--- src/rtl/gbfwei_rd_ctrl.sv ---
// gbfwei_rd_ctrl: read-side controller for the weight global buffer (GBFWEI).
// Streams a contiguous block of words out of the single-port SRAM, absorbs the
// 1-cycle read latency in a 2-entry skid FIFO and presents the words on a
// valid/ready interface. Reads yield to the write side whenever wr_busy is high.
// Optional build macro: GBFWEI_RD_STALL_CNT_EN adds the 16-bit stall_cnt output.
module gbfwei_rd_ctrl #(
   parameter int SRAM_DEPTH_BIT = 6,
   parameter int SRAM_WIDTH     = 28,
   parameter int CNT_BIT        = 7
) (
   input  logic                      clk,
   input  logic                      rst,
   input  logic                      start,
   input  logic [SRAM_DEPTH_BIT-1:0] base_addr,
   input  logic [CNT_BIT-1:0]        num_words,
   input  logic                      wr_busy,
   output logic                      read_en,
   output logic [SRAM_DEPTH_BIT-1:0] addr_r,
   input  logic [SRAM_WIDTH-1:0]     data_out,
   output logic [SRAM_WIDTH-1:0]     dout,
   output logic                      dout_valid,
   input  logic                      dout_ready,
   output logic                      busy,
   output logic                      done
`ifdef GBFWEI_RD_STALL_CNT_EN
   ,output logic [15:0]              stall_cnt
`endif
);

   typedef enum logic [1:0] {
      IDLE  = 2'd0,
      READ  = 2'd1,
      DRAIN = 2'd2
   } state_t;

   state_t                state, state_nxt;
   logic [CNT_BIT-1:0]    remaining;
   logic                  inflight;
   logic                  zero_done;
   logic [SRAM_WIDTH-1:0] fifo_mem [2];
   logic                  rd_ptr, wr_ptr;
   logic [1:0]            occ;
   logic [2:0]            fill_after_pop;
   logic                  push, pop, issue, start_acc, drain_done;

   // FIFO handshake and issue qualification
   assign push           = inflight;
   assign pop            = dout_valid & dout_ready;
   assign dout_valid     = (occ != 2'd0);
   assign dout           = fifo_mem[rd_ptr];
   assign fill_after_pop = {1'b0, occ} + {2'b00, inflight} - {2'b00, pop};
   assign start_acc      = (state == IDLE) && start && !zero_done;
   assign issue          = (state == READ) && (remaining != '0) && !wr_busy
                           && (fill_after_pop < 3'd2);
   assign drain_done     = (state == DRAIN) && !inflight && (occ == {1'b0, pop});

   // State register
   always_ff @(posedge clk) begin
      if (rst) state <= IDLE;
      else     state <= state_nxt;
   end

   // Next-state logic
   always_comb begin
      state_nxt = state;
      case (state)
         IDLE:    if (start_acc && (num_words != '0)) state_nxt = READ;
         READ:    if (issue && (remaining == CNT_BIT'(1))) state_nxt = DRAIN;
         DRAIN:   if (drain_done) state_nxt = IDLE;
         default: state_nxt = IDLE;
      endcase
   end

   // Outputs: read_en is decoded from registered state plus same-cycle
   // wr_busy/pop so a read never collides with a write and the FIFO never overflows
   always_comb begin
      read_en = issue;
      busy    = (state == READ) || (state == DRAIN);
      done    = zero_done || drain_done;
   end

   // Address/count, in-flight tracking and skid FIFO storage
   always_ff @(posedge clk) begin
      if (rst) begin
         addr_r    <= '0;
         remaining <= '0;
         inflight  <= 1'b0;
         zero_done <= 1'b0;
         occ       <= 2'd0;
         rd_ptr    <= 1'b0;
         wr_ptr    <= 1'b0;
         for (int unsigned i = 0; i < 2; i++) fifo_mem[i] <= '0;
      end else begin
         inflight  <= issue;
         zero_done <= start_acc && (num_words == '0);
         if (start_acc) begin
            addr_r    <= base_addr;
            remaining <= num_words;
         end else if (issue) begin
            addr_r    <= addr_r + 1'b1;
            remaining <= remaining - 1'b1;
         end
         if (push) begin
            fifo_mem[wr_ptr] <= data_out;
            wr_ptr           <= ~wr_ptr;
         end
         if (pop) rd_ptr <= ~rd_ptr;
         occ <= occ + {1'b0, push} - {1'b0, pop};
      end
   end

`ifdef GBFWEI_RD_STALL_CNT_EN
   // Saturating count of READ cycles that wanted to issue but could not
   always_ff @(posedge clk) begin
      if (rst || start_acc)
         stall_cnt <= '0;
      else if ((state == READ) && (remaining != '0) && !issue && (stall_cnt != 16'hFFFF))
         stall_cnt <= stall_cnt + 16'd1;
   end
`endif

endmodule
--- config.mk ---
export PLATFORM = sky130hd
export DESIGN_NAME = gbfwei_rd_ctrl
export DESIGN_NICKNAME = d
export VERILOG_FILES = /design/src/rtl/gbfwei_rd_ctrl.sv
export SDC_FILE = /design/constraint.sdc
export NUM_CORES = 1
export LEC_CHECK = 0
export CORE_ASPECT_RATIO = 1.2
export CORE_MARGIN = 4
export CORE_UTILIZATION = 38
export CTS_CLUSTER_DIAMETER = 50
export DETAILED_ROUTE_END_ITERATION = 10
export PLACE_DENSITY_LB_ADDON = 0.05
export SYNTH_ARGS = -nofsm -noshare
export SYNTH_HDL_FRONTEND = slang
export SYNTH_SLANG_ARGS = --single-unit
--- constraint.sdc ---
create_clock -name clk -period 5.01 [get_ports clk]
set_input_delay 1.503 -clock clk [delete_from_list [all_inputs] [get_ports clk]]
set_output_delay 1.503 -clock clk [all_outputs]
set_load 0.01 [all_outputs]
Yosys cells after proc, flatten, opt, wreduce, memory -nomap -nowiden. Memories as Yosys holds them, arrays and structs flattened. A register that Yosys moved wholly into a read port is not among the register bits. Cells that the tools add are included.

RAM bits: 56. Logic and storage cells: 67. Bits of input ports: 46. Register bits: 21. Memories kept: 1.

Reduce and logical (&&, ||, !) cells: 23. Bitwise gates (word level): 3. $add $sub $neg: 6. Mux-type cells: 18. Order comparisons: 1. Equal/unequal tests: 7.

Memory list: fifo_mem (words 2, bits a word 28, rd ports 1, clocked after Yosys merged registers in 1, wr ports 2, line 40) `logic [SRAM_WIDTH-1:0] fifo_mem [2];`.

Operators with widths (count): two-way mux 28 bit (1); OR reduction 28 bit (1); two-way mux 7 bit (2); nonzero test 7 bit (2); two-way mux 6 bit (2); logical AND 1 bit (10); two-way mux 1 bit (9); == test 7 x 1 -> 1 bit (second input constant) (1); zero test 7 bit (1); subtractor 7 x 1 -> 7 bit (second input constant) (1); adder 6 x 1 -> 6 bit (second input constant) (1); two-way mux 2 bit (3); one-hot mux 2 bit (3 select lines) (1); inequality test 2 x 1 -> 1 bit (second input constant) (2); nonzero test 2 bit (2); adder 2 x 1 -> 3 bit (1); zero test 1 bit (3); < comparator 3 x 2 -> 1 bit (second input constant) (1); AND reduction 3 bit (1); subtractor 3 x 1 -> 3 bit (1); adder 2 x 1 -> 2 bit (1); == test 2 x 1 -> 1 bit (1); == test 2 x 1 -> 1 bit (second input constant) (1); == test 2 bit (second input constant) (1); other kinds (6) (8).

Longest topological paths before layout.
Depth after elaboration: 8. Gate-level depth with buffers: 11. Mapped depth without buffers: 10.

Least setup slack after synthesis. No wires, ideal clock.

Path type: input port to output port. Start point: input dout_ready. End point: output read_en. Stages on the path: 9. Arrival: 3.372 ns. Path slack: 0.135 ns. Required time: 3.507 ns. Cells stage by stage: and2_1 > ha_1 > inv_1 > ha_1 > fa_1 > nor3b_2 > nand2_2 > clkbuf_1 > nor2_1.

Cells in the longest elaborated chain, start to end: 4.

Ends and longest elaborated chain: start: declaration (line 22) `input logic dout_ready,`; AND 1 bit (line 48) `assign pop = dout_valid & dout_ready;`; subtractor 3 x 1 -> 3 bit (line 51) `assign fill_after_pop = {1'b0, occ} + {2'b00, inflight} - {2'b00, pop};`; via fill_after_pop[1] (line 43) `logic [2:0] fill_after_pop;`; < comparator 3 x 2 -> 1 bit (line 54) `&& (fill_after_pop < 3'd2);`; logical AND 1 bit (line 54); end: declaration (line 17) `output logic read_en,`.

The timed path passes the listed nets, and every way through them passes these cells.

Final worst setup path.
Start point: input dout_ready. End point: output read_en.

Cells in the longest elaborated chain, start to end: 4.

Ends and longest elaborated chain: AND 1 bit (line 48); via pop (line 44) `logic push, pop, issue, start_acc, drain_done;`; subtractor 3 x 1 -> 3 bit (line 51); via fill_after_pop[1] (line 43); < comparator 3 x 2 -> 1 bit (line 54); logical AND 1 bit (line 54).

The timed path passes the listed nets, and every way through them passes these cells.

==> impl_metrics.ini <==
[global_route]
top_usage_layer = met2
grt_remaining_overflow = 0
antenna_found_initial = 0
grt_use_met1_pct = 16.13
met2_usage_pct = 25.84
gr-usage-all-layers_pct = 14.20
first_global_vias = 2632
grt_pass1_wl_um = 12630
use_met3_pct = 3.226
grt_max_degree = 29

[worst_setup_path]
worst_r2r_endpoint = remaining[5]$_SDFFE_PP0P_
end_kind = output pin
arrival_ns = 3.40
timing.rr.start = occ[1]$_SDFF_PP0_
regToRegSetupSlack_ns = 1.78
critPathLaunchType = input pin
reg2regPathDepth = 12
worst_ep_required_time_ns = 3.51
critPathKind = in2out
worst-path-max-fanout = 2

[timing]
tightest_slew_ns = 0.9621
slew_headroom_pct = 35.67
clock.fmax_mhz = 203.9
rsz0062_at_grt = no
fin_worst_skew_ns = 0.006556
setup_viol = 0
period_share_pct = 97.87
min_period_ns = 4.903
worst_slack_ns = 0.1066
final-hold-violation-count = 0
drv_slew = 0

[placed_design]
gp_congestion = 0.7628
dp_hpwl_um = 5245
preCtsSetupSlack_ns = -0.5283
io_buffers = 83

[synthesis]
synth_ff_type = edfxtp_1
synthTopCellsByCount = 58 x and2_1, 56 x edfxtp_1, 28 x mux2_2
postSynthAreaPerCell_sq_um = 12.30
synthArstFlopShare_pct = 0
synthCells = 302
synth.distinct_cells = 40
synth_edf_count = 56
synth_fp_nets = 359
synth_warnings = 0
netlist_area_sq_um = 3714
seq_area_frac_synth_pct = 57.14
yosys_register_bits = 78
synthTopCellsByArea = edfxtp_1 45%, dfxtp_1 12%, and2_1 9.8%
synth_top_area_cell = edfxtp_1
synth_top_area_share_pct = 45.28
yosys.cell_count.top_type = and2_1

[power_and_ir_drop]
finalPower_mw = 2.208
powerDensity_nw_per_um2 = 440.7
p_leak_nw = 1.852
ir_drop_v = 0.0002204

[detailed_routing]
wl_um = 7974
vias = 2609
wl_per_cell_um = 15.36
ant_nets = 0
dr.pass1.iters = 4
post-route-drc-count = 0
routed_via_density = 5.027
drtIter0Drc = 92

[cts]
htree_levels = 3
ctsLongestPathBuffers = 2
root_buffer = clkbuf_16
path_clk_slew_ns = 0.05
holdBufCountCts = 0
cts_tree = built
clk_latency_ns = 0.32
cts_made_buffers = 9
cts.sinks = 78

[cells_and_area]
drive_gt1_share_pct = 15.40
area_growth_pct = 34.91
nFillCells = 879
nets = 448
diodes = 0

[min_path]
holdPathStages = 2
hp-class = reg2reg
holdPathEnd = state[1]$_SDFFE_PP0P_
min_from = state[1]$_SDFFE_PP0P_

[die]
die_width_um = 98.24
dieArea_sq_um = 11420
fp.dieH_um = 116.3
boundaryPins = 84
start_util_pct = 39.03
rows = 39
core_area_sq_um = 9515

[outcome]
status = completed

[job]
cap_violations = 0
worst max-delay path: stages:
cell and delay [ns]:
dlygate4sd2_1 0.23, and2_4 0.14, ha_4 0.25, inv_1 0.03, ha_2 0.16, fa_1 0.50, nor3b_2 0.25, nand2_2 0.09
nor2_1 0.10, buf_2 0.14
through the flow:
| stage | utilization, % | area, sq um | hold WS, ns | cells | TNS [ns] |
|---|---|---|---|---|---|
| 6_report | 52.65 | 5010 | 0.4991 | 519 | 0 |
| 5_1_grt | 52.65 | 5010 | 0.5449 | 519 | 0 |
| 4_1_cts | 52.65 | 5010 | 0.5098 | 519 | 0 |
| 3_5_place_dp | 49.59 | 4718 | 0.5011 | 502 | -0.5283 |
| 3_3_place_gp | 49.59 | 4718 | 0.4876 | 502 | -0.5087 |
| 2_1_floorplan | - | 3714 | 0.4657 | 302 | 0 |
report_power, final:
part           internal (mW)  switching (mW)
Clock                  0.363           0.231
Sequential             0.780          0.0615
Combinational          0.406           0.368
worst max path at each step:
stage / start / endpoint / slack, ns / cells past startpoint
6_report: dout_ready / read_en / 0.11 / 10
5_1_grt: dout_ready / read_en / 0.001 / 10
4_1_cts: dout_ready / read_en / 0.08 / 10
3_5_place_dp: dout_ready / read_en / -0.53 / 10
3_3_place_gp: dout_ready / read_en / -0.51 / 10
2_1_floorplan: dout_ready / read_en / 0.13 / 9
logic make-up (layout without fill, tap and decap cells):
family          after synthesis  count (layout)  share of synthesized area, %
flops                        78              78                         57.14
simple gates                123             123                         20.15
xor+xnor                      4               4                         1.146
fa+ha+maj                    11              11                         3.908
compound gates               28              28                         5.761
mux                          30              30                         9.030
buf+inv                      28             122                         2.864
layer usage:
layer / vias up / share of wire [%]
li1: 1280 / -
met1: 1252 / 41
met2: 69 / 53
met3: 8 / 5.6
met4: 0 / 0.85
met5: - / 0
state kept, by name, summed over array words and instances, names as in the netlist, 2 cells and up, named ones only:
register   count
fifo_mem      56
remaining      7
addr_r         6
occ            2
state          2
placed cells by master (no fill, tap or decap), types with 3 or more instances in the layout:
| cell | netlist | routed |
|---|---|---|
| nand2b_1 | 4 | 4 |
| mux2_2 | 28 | 28 |
| clkdlybuf4s50_1 | 0 | 81 |
| a311oi_1 | 11 | 11 |
| ha_1 | 10 | 8 |
| o21ai_0 | 5 | 5 |
| nor3b_2 | 1 | 3 |
| and2_1 | 58 | 57 |
| nor2_1 | 18 | 18 |
| nor2b_1 | 3 | 3 |
| nand3_1 | 5 | 5 |
| dfxtp_1 | 22 | 22 |
| inv_1 | 13 | 13 |
| nand4_1 | 4 | 4 |
| clkbuf_1 | 14 | 4 |
| or4_1 | 6 | 6 |
| o41ai_1 | 3 | 3 |
| edfxtp_1 | 56 | 56 |
| o31ai_1 | 4 | 4 |
| clkbuf_16 | 0 | 9 |
| buf_4 | 0 | 10 |
| nor3_1 | 3 | 3 |
cell type report:
type / instances / area (sq um) / share of cell area [%]
Timing Repair Buffer: 93 / 899.6 / 17.96
Sequential cell: 78 / 2122 / 42.36
Multi-Input combinational cell: 196 / 1513 / 30.19
Inverter: 13 / 48.80 / 0.9740
Clock inverter: 1 / 5.005 / 0.09990
Clock buffer: 15 / 267.8 / 5.345
Tap cell: 123 / 153.9 / 3.072
repair_timing:
item,in CTS,in global routing
endpoints found under the setup margin,1,0
resized for setup,8,0
buffers inserted,1,0
No activity file was read; power rests on OpenSTA's default activity.
